[src/rtl/fetch_sequencer.sv]
// Fetch-stage controller: owns the fetch PC, issues single-outstanding imem requests and
// presents instructions to IF/ID through an output slot backed by a one-entry skid buffer.
module fetch_sequencer #(
    parameter logic [31:0] RESET_VECTOR = 32'h01000000,
    parameter logic [31:0] NOP_INSTR    = 32'h00000013
) (
    input  logic        clock,
    input  logic        reset,
    input  logic        stall,
    input  logic        redirect_valid,
    input  logic [31:0] redirect_target,
    input  logic        imem_ack,
    input  logic [31:0] imem_rdata,
    output logic        imem_req,
    output logic [31:0] imem_addr,
    output logic        if_valid,
    output logic [31:0] if_pc,
    output logic [31:0] if_instr,
    output logic [31:0] pc_out,
    output logic        misalign_err
);

    typedef enum logic [1:0] {BOOT, FETCH, HOLD, DRAIN} state_t;

    state_t      state, state_next;
    logic [31:0] pc_next, addr_next, if_pc_next, if_instr_next;
    logic        req_next, if_valid_next, misalign_next;
    logic        skid_valid, skid_valid_next;
    logic [31:0] skid_pc, skid_pc_next, skid_instr, skid_instr_next;

    logic        slot_free, consumed;
    logic [31:0] redirect_pc, pc_plus4;

    assign slot_free   = !if_valid || !stall;
    assign consumed    = if_valid && !stall;
    assign redirect_pc = {redirect_target[31:2], 2'b00};
    assign pc_plus4    = pc_out + 32'd4;

    always_ff @(posedge clock or negedge reset) begin
        if (!reset) begin
            state        <= BOOT;
            pc_out       <= RESET_VECTOR;
            imem_req     <= 1'b0;
            imem_addr    <= 32'h0;
            if_valid     <= 1'b0;
            if_pc        <= 32'h0;
            if_instr     <= NOP_INSTR;
            skid_valid   <= 1'b0;
            skid_pc      <= 32'h0;
            skid_instr   <= NOP_INSTR;
            misalign_err <= 1'b0;
        end else begin
            state        <= state_next;
            pc_out       <= pc_next;
            imem_req     <= req_next;
            imem_addr    <= addr_next;
            if_valid     <= if_valid_next;
            if_pc        <= if_pc_next;
            if_instr     <= if_instr_next;
            skid_valid   <= skid_valid_next;
            skid_pc      <= skid_pc_next;
            skid_instr   <= skid_instr_next;
            misalign_err <= misalign_next;
        end
    end

    always_comb begin
        state_next      = state;
        pc_next         = pc_out;
        req_next        = imem_req;
        addr_next       = imem_addr;
        if_valid_next   = if_valid;
        if_pc_next      = if_pc;
        if_instr_next   = if_instr;
        skid_valid_next = skid_valid;
        skid_pc_next    = skid_pc;
        skid_instr_next = skid_instr;
        misalign_next   = 1'b0;

        if (redirect_valid) begin
            pc_next         = redirect_pc;
            if_valid_next   = 1'b0;
            if_instr_next   = NOP_INSTR;
            skid_valid_next = 1'b0;
            misalign_next   = |redirect_target[1:0];
            // An unanswered request must stay on the bus with its old address until acked.
            if ((state == FETCH || state == DRAIN) && !imem_ack) begin
                state_next = DRAIN;
            end else begin
                state_next = FETCH;
                req_next   = 1'b1;
                addr_next  = redirect_pc;
            end
        end else begin
            if (consumed) begin
                if_valid_next = 1'b0;
                if_instr_next = NOP_INSTR;
            end
            case (state)
                BOOT: begin
                    state_next = FETCH;
                    req_next   = 1'b1;
                    addr_next  = pc_out;
                end
                FETCH: begin
                    if (imem_ack) begin
                        pc_next = pc_plus4;
                        if (slot_free) begin
                            if_valid_next = 1'b1;
                            if_pc_next    = imem_addr;
                            if_instr_next = imem_rdata;
                            addr_next     = pc_plus4;
                        end else begin
                            skid_valid_next = 1'b1;
                            skid_pc_next    = imem_addr;
                            skid_instr_next = imem_rdata;
                            state_next      = HOLD;
                            req_next        = 1'b0;
                        end
                    end
                end
                HOLD: begin
                    if (slot_free) begin
                        if_valid_next   = 1'b1;
                        if_pc_next      = skid_pc;
                        if_instr_next   = skid_instr;
                        skid_valid_next = 1'b0;
                        state_next      = FETCH;
                        req_next        = 1'b1;
                        addr_next       = pc_out;
                    end
                end
                DRAIN: begin
                    if (imem_ack) begin
                        state_next = FETCH;
                        req_next   = 1'b1;
                        addr_next  = pc_out;
                    end
                end
                default: state_next = BOOT;
            endcase
        end
    end

endmodule

[config.mk]
export PLATFORM = sky130hd
export DESIGN_NAME = fetch_sequencer
export DESIGN_NICKNAME = d
export VERILOG_FILES = /design/src/rtl/fetch_sequencer.sv
export SDC_FILE = /design/constraint.sdc
export NUM_CORES = 1
export LEC_CHECK = 0
export ABC_CLOCK_PERIOD_IN_PS = 3120
export BUFFER_PORTS_ARGS = -buffer_cell sky130_fd_sc_hd__buf_2
export CAP_MARGIN = 20
export CORE_UTILIZATION = 55
export CTS_CLUSTER_SIZE = 16
export DETAILED_ROUTE_END_ITERATION = 12
export PLACE_DENSITY_LB_ADDON = 0.1
export SLEW_MARGIN = 20
export SYNTH_ARGS = -nofsm -noshare
export SYNTH_HDL_FRONTEND = slang
export SYNTH_SLANG_ARGS = --single-unit
[constraint.sdc]
create_clock -name clock -period 3.12 [get_ports clock]
set_clock_uncertainty 0.15 [all_clocks]
set_input_delay 0.468 -clock clock [delete_from_list [all_inputs] [get_ports clock]]
set_output_delay 0.468 -clock clock [all_outputs]
set_load 0.02 [all_outputs]
==> impl_results.md <==
* PortBufs at 197
* DRC at 0
* Leakage at 4.909 nW
* Antenna violation net count after detailed routing at 0
* Pwr/cell area at 950.0 nW/um2
* N_diodes at 0
* Relative max-transition margin at 50.40%
* Global Route Usage Sum at 27.94%
* Post-synthesis cell type count at 55
* Synth top area cells: dfrtp_1 51%, mux2_2 8.5%, mux2i_1 4.5%
* Compound-Gate Fraction of Synth Area at 14.97%
* DR iter-0 viols at 465
* Row count at 46
* Initial antenna violation count at 2
* Largest family of logic cells by synthesized area: compound AO/OA/AOI/OAI gates
* Placer Congestion at 0.8573
* Skew-Pair Late Insertion Delay at 0.43 ns
* Via count at 7,178
* Post-CTS sizing at 0
* Most used cell, CP: buf_4
* Pre-CTS setup slack at 0.5161 ns
* Cell count after synthesis at 841
* Post-route setup TNS at 0 ns
* Yosys top cell area share at 50.53%
* Seq/Total Area, Yosys at 52.54%
* Initial Util at 57.05%
* CTS tree: done
* Critical Path Start Type: register
* Min-Delay Path Class: input pin to register
* Post-synth EDFFs at 0
* H-tree Lvls at 4
* DP Wirelength at 15.74 mm
* Slowest Stage Delay on Critical Path at 0.50 ns
* Worst path cell trace: inv_1 -> ha_1 -> buf_4 -> nand2_1 -> nor3_4 -> buf_4 -> mux2_2
* Area leader, netlist: dfrtp_1
* R2R setup slack at 0.54 ns
* Status: finished, final reports clean
* Number of global-route vias before repair at 7,021
* CTS Buffer Depth at 2
* Reg-to-Reg Start: state[1]$_DFFE_PN0P_
* Die Area at 17,180 um2
* First-pass GRT wire length at 36.66 mm
* Post-Route WL at 22.86 mm
* Main synth FF type: dfrtp_1
* Max Cap Viol at 0
* Layout cells sized above 1 at 32.75%
* CP Class: register to register
* Util after Layout at 68.40%
* Worst IR Drop VDD at 566.9 uV
* Setup crit start: state[1]$_DFFE_PN0P_
* Storage cell area at 4813 um2
* Post-placement cell count at 1,215
* Wire per inst at 18.32 um
* Filler cells at 1,265
* IO Count at 200
* Synth-to-Final Area Change at 19.88%
* DR vias/cell at 5.752
* # setup viols final at 0
* RSZ-0062 raised after global routing: false
* CP Max Fanout at 40
* CP endpoint kind: register
* Clk Tree Root Cell: clkbuf_16
* Core ar. at 16,060 um2
* Slowest CP cell: buf_4
* Final WS setup at 0.5353 ns
* Non-Filler Instances at 1,248
* Nets at 1,093
* Worst Path Arrival at 2.75 ns
* Die height at 131.1 um
* Worst r2r path cells at 7
* Fraction of the mapped netlist area in simple logic gates at 11.66%
* Worst-margin pin slew at 0.7413 ns
* Ratio of final minimum period to clock period at 82.84%
* Seq cells post-synth at 192
* 1st-pass router iterations at 5
* Final Max Slew Viols at 0
* Chip Width at 131.1 um
* Synth Area in XOR/XNOR at 3.633%
* Synth warnings at 0
* F_max at 0.3869 GHz
* Largest net degree at the start of global routing at 73
* Clk pin slew, worst setup/hold paths at 0.07 ns
* Clock tree sinks at 192
* Multi-input logic area at 4066 um2
* Congestion Overflow GR at 0
* CTS buffer count at 17
* Post-Syn Area per Cell at 10.89 um2
* Multiplexer area fraction after synthesis at 12.96%
* R2r endpoint: skid_pc[1]$_DFFE_PN0P_
* Final worst path period need at 2.585 ns
* Area share of fa/ha/maj cells after synthesis at 0.6829%
* Endpoints failing hold at 0
* End point of the critical path: skid_pc[1]$_DFFE_PN0P_
* Mapped Area at 9161 um2
* Critical path required time at 3.28 ns
* Asr flop ratio synth at 100.0%
==> cell families after synthesis <==
logic type                 after synthesis
adders and majority gates                5
AOI/OAI and AO/OA                      198
xor gates and xnor gates                38
and+or+nand+nor                        223
buffers and inverters                   74
DFF                                    192
other                                    1
muxes                                  110
==> area by class of cell <==
type                            instances  share of cell area, %
Clock buffer                           21                  4.283
Clock inverter                         11                 0.9342
Inverter                               10                 0.3418
Multi-Input combinational cell        576                  37.02
Sequential cell                       192                  43.83
Tap cell                              216                  2.461
Timing Repair Buffer                  222                  11.13
==> per-layer routing <==
metal	track usage [%]	part of all wire, %	vias to the layer above
li1	-	-	3423
met1	37.64	44	3533
met3	6.128	5.9	28
met5	0	0.096	-
met2	45.00	48	190
met4	9.331	1.4	4
==> per-stage QoR <==
| stage | power [W] | instance area (um2) | hold slack (ns) |
|---|---|---|---|
| CTS | 0.01050 | 10980 | 0.08875 |
| finish | 0.01043 | 10980 | 0.1004 |
| global placement | 0.008246 | 10400 | 0.3106 |
| global route | 0.01111 | 10980 | 0.1129 |
| floorplan | 0.006869 | 9165 | 0.02241 |
| detailed placement | 0.008347 | 10400 | 0.3104 |
==> synthesized netlist by cell type (13+ instances only) <==
cell	instances
mux2_2	69
buf_2	13
mux2i_1	41
o21ai_0	29
nand2_1	55
nand3_1	13
a21oi_1	52
xnor2_1	32
nor4_1	13
o2bb2ai_1	29
clkbuf_1	41
dfrtp_1	185
a22oi_1	31
nor3_1	24
nor2_1	73
==> sequential cells by signal (all words and copies together), names as in the netlist <==
| signal | flops |
|---|---|
| if_instr | 32 |
| if_pc | 31 |
| if_valid | 1 |
| imem_addr | 31 |
| imem_req | 1 |
| misalign_err | 1 |
| pc_out | 30 |
| skid_instr | 32 |
| skid_pc | 31 |
| state | 2 |
==> worst max-delay path, delay by kind of cell (launching register included) <==
kind | cells | cell delay, ns
flops | 1 | 0.43
mux | 1 | 0.41
buf+inv | 3 | 0.83
simple gates | 2 | 0.26
fa+ha+maj | 1 | 0.37
==> cell usage in the layout, fill, tap and decap left out, types with 11 or more instances in the layout <==
| cell | netlist | final |
|---|---|---|
| a22oi_1 | 31 | 31 |
| nor4_1 | 13 | 13 |
| dfrtp_1 | 185 | 185 |
| nor2_1 | 73 | 73 |
| o2bb2ai_1 | 29 | 29 |
| o21ai_0 | 29 | 29 |
| xnor2_1 | 32 | 32 |
| mux2_2 | 69 | 69 |
| clkbuf_16 | 0 | 17 |
| a21oi_1 | 52 | 52 |
| mux2i_1 | 41 | 41 |
| buf_4 | 7 | 21 |
| nor3_1 | 24 | 22 |
| buf_2 | 13 | 196 |
| nand2_1 | 55 | 55 |
| nand3_1 | 13 | 13 |
| nand4_1 | 11 | 11 |
==> power by group <==
part,internal (W),switching [W],leakage [nW]
logic,0.00158,0.00258,2.24
registers,0.00344,0.000690,2.38
clock network,0.00117,0.000964,0.288
==> worst min path at each step <==
stage,endpoint,slack [ns],depth (start not counted),from
6_report,misalign_err$_DFF_PN0_,0.10,3,redirect_target[0]
5_1_grt,misalign_err$_DFF_PN0_,0.11,3,redirect_target[0]
4_1_cts,misalign_err$_DFF_PN0_,0.09,3,redirect_target[0]
3_5_place_dp,if_pc[22]$_DFFE_PN0P_,0.31,1,reset
3_3_place_gp,if_pc[25]$_DFFE_PN0P_,0.31,1,reset
2_1_floorplan,if_instr[10]$_DFF_PN0_,0.02,0,reset
==> timing repair <==
item | CTS | global route
hold buffers | 1 | 0
hold endpoints to repair | 51 | 0
buffers inserted | 0 | 0
No activity file was read; power rests on OpenSTA's default activity.
